==> config.mk <==
export PLATFORM = sky130hd
export DESIGN_NAME = ifetch_unit
export DESIGN_NICKNAME = d
export VERILOG_FILES = /design/src/rtl/ifetch_pkg.sv /design/src/rtl/ifetch_unit_next_pc_sel.sv /design/src/rtl/ifetch_unit.sv
export SDC_FILE = /design/constraint.sdc
export NUM_CORES = 1
export LEC_CHECK = 0
export ABC_CLOCK_PERIOD_IN_PS = 5500
export CORE_UTILIZATION = 48
export CTS_CLUSTER_SIZE = 12
export DETAILED_ROUTE_END_ITERATION = 10
export GPL_ROUTABILITY_DRIVEN = 0
export PLACE_DENSITY = 0.91
export SYNTH_ARGS = -nofsm -noshare
export SYNTH_HDL_FRONTEND = slang
export SYNTH_HIERARCHICAL = 1
export SYNTH_SLANG_ARGS = --single-unit
==> constraint.sdc <==
create_clock -name clk -period 5.5 [get_ports clk]
set_input_delay 1.1 -clock clk [delete_from_list [all_inputs] [get_ports clk]]
set_output_delay 1.1 -clock clk [all_outputs]
set_load 0.005 [all_outputs]
==> src/rtl/ifetch_pkg.sv <==
// Shared types and constants for the instruction fetch stage.
package ifetch_pkg;

  localparam int unsigned XLEN       = 32;
  localparam int unsigned WORD_BYTES = 4;
  localparam int unsigned JIDX_W     = 26;

  typedef enum logic [2:0] {
    IDLE  = 3'd0,
    REQ   = 3'd1,
    WAIT  = 3'd2,
    VALID = 3'd3,
    ERROR = 3'd4
  } fetch_state_e;

  // True when a byte address sits on a word boundary.
  function automatic logic is_word_aligned(input logic [XLEN-1:0] addr);
    return (addr[1:0] == 2'b00);
  endfunction

endpackage

==> src/rtl/ifetch_unit_next_pc_sel.sv <==
// Combinational next-PC target mux: jump_reg > jump > taken branch > sequential.
module next_pc_sel
  import ifetch_pkg::*;
(
  input  logic [XLEN-1:0]   pc_plus4_i,
  input  logic              branch_z_i,
  input  logic              branch_nz_i,
  input  logic              jump_i,
  input  logic              jump_reg_i,
  input  logic              z_flag_i,
  input  logic              nz_flag_i,
  input  logic [XLEN-1:0]   ext_imm_i,
  input  logic [JIDX_W-1:0] jump_index_i,
  input  logic [XLEN-1:0]   reg_target_i,
  output logic [XLEN-1:0]   next_pc_o,
  output logic              misalign_o
);

  logic            taken;
  logic [XLEN-1:0] br_target;
  logic [XLEN-1:0] jmp_target;

  always_comb begin
    taken      = (branch_z_i & z_flag_i) | (branch_nz_i & nz_flag_i);
    br_target  = pc_plus4_i + (ext_imm_i << 2);
    jmp_target = {pc_plus4_i[XLEN-1:XLEN-4], jump_index_i, 2'b00};

    next_pc_o = pc_plus4_i;
    if (jump_reg_i) begin
      next_pc_o = reg_target_i;
    end else if (jump_i) begin
      next_pc_o = jmp_target;
    end else if (taken) begin
      next_pc_o = br_target;
    end

    misalign_o = !is_word_aligned(next_pc_o);
  end

endmodule

==> src/rtl/ifetch_unit.sv <==
// Instruction fetch stage: owns the PC, drives a variable-latency imem handshake
// and resolves next-PC when the datapath commits the current instruction.
module ifetch_unit
  import ifetch_pkg::*;
#(
  parameter logic [31:0] RESET_PC = 32'h0000_0000,
  parameter int unsigned MAX_WAIT = 15,
  parameter int unsigned WAIT_W   = 4
) (
  input  logic              clk,
  input  logic              rst_n,
  output logic              imem_req,
  output logic [XLEN-1:0]   imem_addr,
  input  logic              imem_rvalid,
  input  logic [XLEN-1:0]   imem_rdata,
  output logic [XLEN-1:0]   instr,
  output logic              instr_valid,
  output logic [XLEN-1:0]   pc,
  output logic [XLEN-1:0]   pc_plus4,
  input  logic              instr_ack,
  input  logic              branch_z,
  input  logic              branch_nz,
  input  logic              jump,
  input  logic              jump_reg,
  input  logic              z_flag,
  input  logic              nz_flag,
  input  logic [XLEN-1:0]   ext_imm,
  input  logic [JIDX_W-1:0] jump_index,
  input  logic [XLEN-1:0]   reg_target,
  output logic              fetch_err
);

  fetch_state_e      state_q, state_d;
  logic [XLEN-1:0]   pc_q, pc_d;
  logic [XLEN-1:0]   pc4_q, pc4_d;
  logic [XLEN-1:0]   instr_q, instr_d;
  logic [XLEN-1:0]   addr_q, addr_d;
  logic              req_q, req_d;
  logic              valid_q, valid_d;
  logic              err_q, err_d;
  logic [WAIT_W-1:0] cnt_q, cnt_d;
  logic [WAIT_W-1:0] cnt_inc;

  logic [XLEN-1:0]   next_pc;
  logic              next_misalign;

  next_pc_sel u_next_pc_sel (
    .pc_plus4_i   (pc4_q),
    .branch_z_i   (branch_z),
    .branch_nz_i  (branch_nz),
    .jump_i       (jump),
    .jump_reg_i   (jump_reg),
    .z_flag_i     (z_flag),
    .nz_flag_i    (nz_flag),
    .ext_imm_i    (ext_imm),
    .jump_index_i (jump_index),
    .reg_target_i (reg_target),
    .next_pc_o    (next_pc),
    .misalign_o   (next_misalign)
  );

  // Next-state and registered-output logic; outputs follow the state being entered.
  always_comb begin
    state_d = state_q;
    pc_d    = pc_q;
    pc4_d   = pc4_q;
    instr_d = instr_q;
    addr_d  = addr_q;
    cnt_d   = cnt_q;
    cnt_inc = cnt_q + WAIT_W'(1);

    unique case (state_q)
      IDLE: begin
        state_d = REQ;
      end
      REQ: begin
        cnt_d   = '0;
        state_d = WAIT;
      end
      WAIT: begin
        if (imem_rvalid) begin
          instr_d = imem_rdata;
          state_d = VALID;
        end else begin
          cnt_d = cnt_inc;
          if (cnt_inc == WAIT_W'(MAX_WAIT)) begin
            state_d = ERROR;
          end
        end
      end
      VALID: begin
        if (instr_ack) begin
          // A misaligned target is never committed to the PC.
          if (next_misalign) begin
            state_d = ERROR;
          end else begin
            pc_d    = next_pc;
            pc4_d   = next_pc + XLEN'(WORD_BYTES);
            state_d = REQ;
          end
        end
      end
      ERROR: begin
        state_d = ERROR;
      end
      default: begin
        state_d = ERROR;
      end
    endcase

    if (state_d == REQ) begin
      addr_d = pc_d;
    end

    req_d   = (state_d == REQ);
    valid_d = (state_d == VALID);
    err_d   = (state_d == ERROR);
  end

  always_ff @(posedge clk or negedge rst_n) begin
    if (!rst_n) begin
      state_q <= IDLE;
      pc_q    <= RESET_PC;
      pc4_q   <= RESET_PC + XLEN'(WORD_BYTES);
      instr_q <= '0;
      addr_q  <= RESET_PC;
      req_q   <= 1'b0;
      valid_q <= 1'b0;
      err_q   <= 1'b0;
      cnt_q   <= '0;
    end else begin
      state_q <= state_d;
      pc_q    <= pc_d;
      pc4_q   <= pc4_d;
      instr_q <= instr_d;
      addr_q  <= addr_d;
      req_q   <= req_d;
      valid_q <= valid_d;
      err_q   <= err_d;
      cnt_q   <= cnt_d;
    end
  end

  assign imem_req    = req_q;
  assign imem_addr   = addr_q;
  assign instr       = instr_q;
  assign instr_valid = valid_q;
  assign pc          = pc_q;
  assign pc_plus4    = pc4_q;
  assign fetch_err   = err_q;

endmodule

==> impl_metrics.toml <==
[worst_setup_path]
crit_type = "input port to flip-flop"
endpoint_kind = "flip-flop"
crit_required_ps = 5820
arrival_ps = 5480
reg2regPathDepth = 15
worstSetupStartpointType = "input port"
path_max_fanout = 3

[floorplan]
initial_core_util_pct = 49.8
pin_count = 263
fp.dieW_um = 134
core_mm2 = 0.0168
rows = 47
die_h_um = 134
dieArea_mm2 = 0.0179

[drt]
drtPass1Iterations = 5
drtIter0Drc = 603
remaining_drc_errors = 0
routed_wirelength_mm = 26.1
vias = 7859
ant_nets = 0
wl_per_cell_um = 19.5
vias_per_cell = 5.85

[global_routing]
grt_pass1_vias = 7864
grt_start_max_net_pins = 93
grt_pass1_wl_mm = 40.9
grt_overflow = 0
antenna_found_initial = 1
track_usage_pct = 29.2

[placed_design]
preCtsSetupSlack_ps = 39.2
dp.cells = 1311
place.port_buffers = 260
place_area_mm2 = 0.0113
dp_hpwl_mm = 19.6

[synth]
synth_flop_cell = "dfrtp_1"
yosys.area.top_type = "dfrtp_1"
syn_inst = 835
syn_area_mm2 = 0.00835
synth_area_leaders = "dfrtp_1 41%, mux2_2 11%, ha_1 4.8%, o21ai_0 4.4%, nand2_1 4.4%"
yosysSeqAreaShare_pct = 41.4
synth_edf_count = 0
synth-seq-cells = 138
synth_nets = 1000
synth.top_cell.area_share_pct = 41.1
synthDistinctLibCells = 80
async_flop_share_pct = 100
syn_area_per_cell_um2 = 10.0
yosysWarnings = 6

[clock_tree]
cts_tree = "built"
cts_resized = 0
htreeDepth = 4
cts_root_buffer = "clkbuf_16"
clk_latency_ps = 410
hold_buffers = 0
post-cts-setup-buffers = 0
clock_path_buffers = 2
clk_pin_slew_ps = 70
cts.sinks = 138
cts_buffers = 17

[sta]
period_needed_ps = 5160
setup_viol = 0
grt_setup_unrepaired = "false"
slew_headroom_pct = 46.3
fin_crit_sh_pct = 93.8
fmax_mhz = 194
finalMaxSlewViolations = 0
hold_viol = 0
skew_ps = 8.16
tightest_slew_ps = 805
whs_ps = 487
timing.final.ws_setup_ps = 340
fin_setup_tns_ps = 0

[layout]
drive_above_1_share_pct = 17.5
nFillCells = 1221
final_cells = 1343
area_delta_synth_final_pct = 42.1
final_nets = 1275
fin_util_pct = 70.8
stdcell_area_mm2 = 0.0119
n_antenna_cell = 0

[power]
power-per-cell-area_mw_per_mm2 = 507
irDropWorstVdd_v = 0.000345
p_total_mw = 6.01
p_leak_nw = 5.03

[job]
max-cap-violations = 0

[min_path]
hold_path.class = "flip-flop to flip-flop"
hold_depth = 1

[outcome]
status = "finished, final reports clean"
cell usage after synthesis, types with 3 or more instances:
| library cell | n |
|---|---|
| nor4_1 | 6 |
| ha_1 | 32 |
| and3_1 | 11 |
| o41ai_1 | 3 |
| xnor2_1 | 25 |
| clkbuf_1 | 19 |
| a21o_1 | 9 |
| a21o_2 | 3 |
| nand2_1 | 98 |
| o31ai_1 | 7 |
| nand4_1 | 6 |
| a211oi_1 | 3 |
| o21bai_1 | 6 |
| inv_1 | 17 |
| mux2i_1 | 6 |
| a21oi_1 | 43 |
| nor3_1 | 7 |
| or3_1 | 7 |
| mux2_1 | 8 |
| a221o_1 | 4 |
| xor2_1 | 13 |
| o211ai_1 | 13 |
| nor2_1 | 42 |
| nor3b_1 | 4 |
| mux2_2 | 85 |
| a31o_2 | 4 |
| o21ai_1 | 5 |
| buf_1 | 5 |
| and3_2 | 3 |
| or4_1 | 8 |
| or2_2 | 3 |
| a31oi_1 | 21 |
| o221ai_1 | 4 |
| dfrtp_1 | 137 |
| clkbuf_8 | 9 |
| o21ai_0 | 74 |
| nand3b_1 | 4 |
| nand3_1 | 17 |
| buf_2 | 8 |
| o211ai_2 | 3 |
kinds of logic (layout without fill, tap and decap cells):
family	count (synthesis)	in the layout	synth area share, %
fa+ha+maj	33	33	5.04
mux	99	99	13.3
compound gates	228	228	17.9
flops	138	138	41.4
xor+xnor	38	38	3.99
buf+inv	62	350	4.23
simple gates	237	237	14.2
worst max-delay path, stage by stage:
cell,delay [ps]
clkdlybuf4s50_1,410
ha_1,210
fa_1,400
a21o_1,230
a221o_1,350
o211ai_2,290
o211ai_2,160
o211ai_2,240
a21oi_2,120
xnor2_1,160
mux2i_1,90
o31ai_1,400
nand3_1,170
or4_1,550
or3_2,420
a31oi_1,170
layer usage:
metal / part of all wire [%] / up-vias / GRT usage (%)
met1: 40 / 3783 / 36.2
met2: 48 / 406 / 49.2
met4: 1.5 / 0 / 6.82
li1: - / 3630 / -
met3: 10 / 40 / 9.60
met5: 0 / - / 0
power breakdown:
group / internal [mW] / switching (mW) / total [mW]
logic: 1.69 / 1.33 / 3.03
registers: 1.46 / 0.388 / 1.85
clock network: 0.655 / 0.485 / 1.14
total: 3.81 / 2.21 / 6.01
state kept, by name, summed over array words and instances (netlist names):
signal and cells:
instr 32, pc_plus4 32, pc 32, fetch_err 1, instr_valid 1, state_q 3
cnt_q 4, imem_addr 32, imem_req 1
placed cells by master, fill, tap and decap left out, types with 5 or more instances in the layout:
cell type	n
nor3_1	6
a31oi_1	21
ha_1	32
buf_4	39
mux2i_1	6
a21oi_1	43
nand2_1	98
o31ai_1	7
o21ai_0	74
o21ai_1	5
mux2_2	85
and3_1	11
dfrtp_1	137
inv_1	17
xnor2_1	25
a21o_1	9
o21bai_1	6
o211ai_1	13
nand4_1	6
or3_1	6
xor2_1	13
nor2_1	42
clkbuf_16	17
or4_1	8
mux2_1	8
nor4_1	6
clkdlybuf4s50_1	258
nand3_1	17
area by class of cell:
cell class,count,area (um2),area share (%)
multi-input combinational,635,4560,38.4
sequential,138,3450,29.1
tap,220,275,2.32
inverter,18,67.6,0.570
timing repair buffer,300,2910,24.5
clock buffer,18,439,3.70
clock inverter,14,156,1.32
worst paths after layout:
check | slack [ps] | startpoint | end
min in group asynchronous | 770 | rst_n | instr[12]
setup / recovery | 340 | ext_imm[0] | pc_plus4[31]
hold reg to reg | 490 | instr[7] | instr[7]
hold / removal | 490 | instr[7] | instr[7]
max in group asynchronous | 3610 | rst_n | pc[13]
setup reg to reg | 1030 | pc_plus4[2] | pc_plus4[31]
Note: power is estimated with default switching activity, not from simulation.
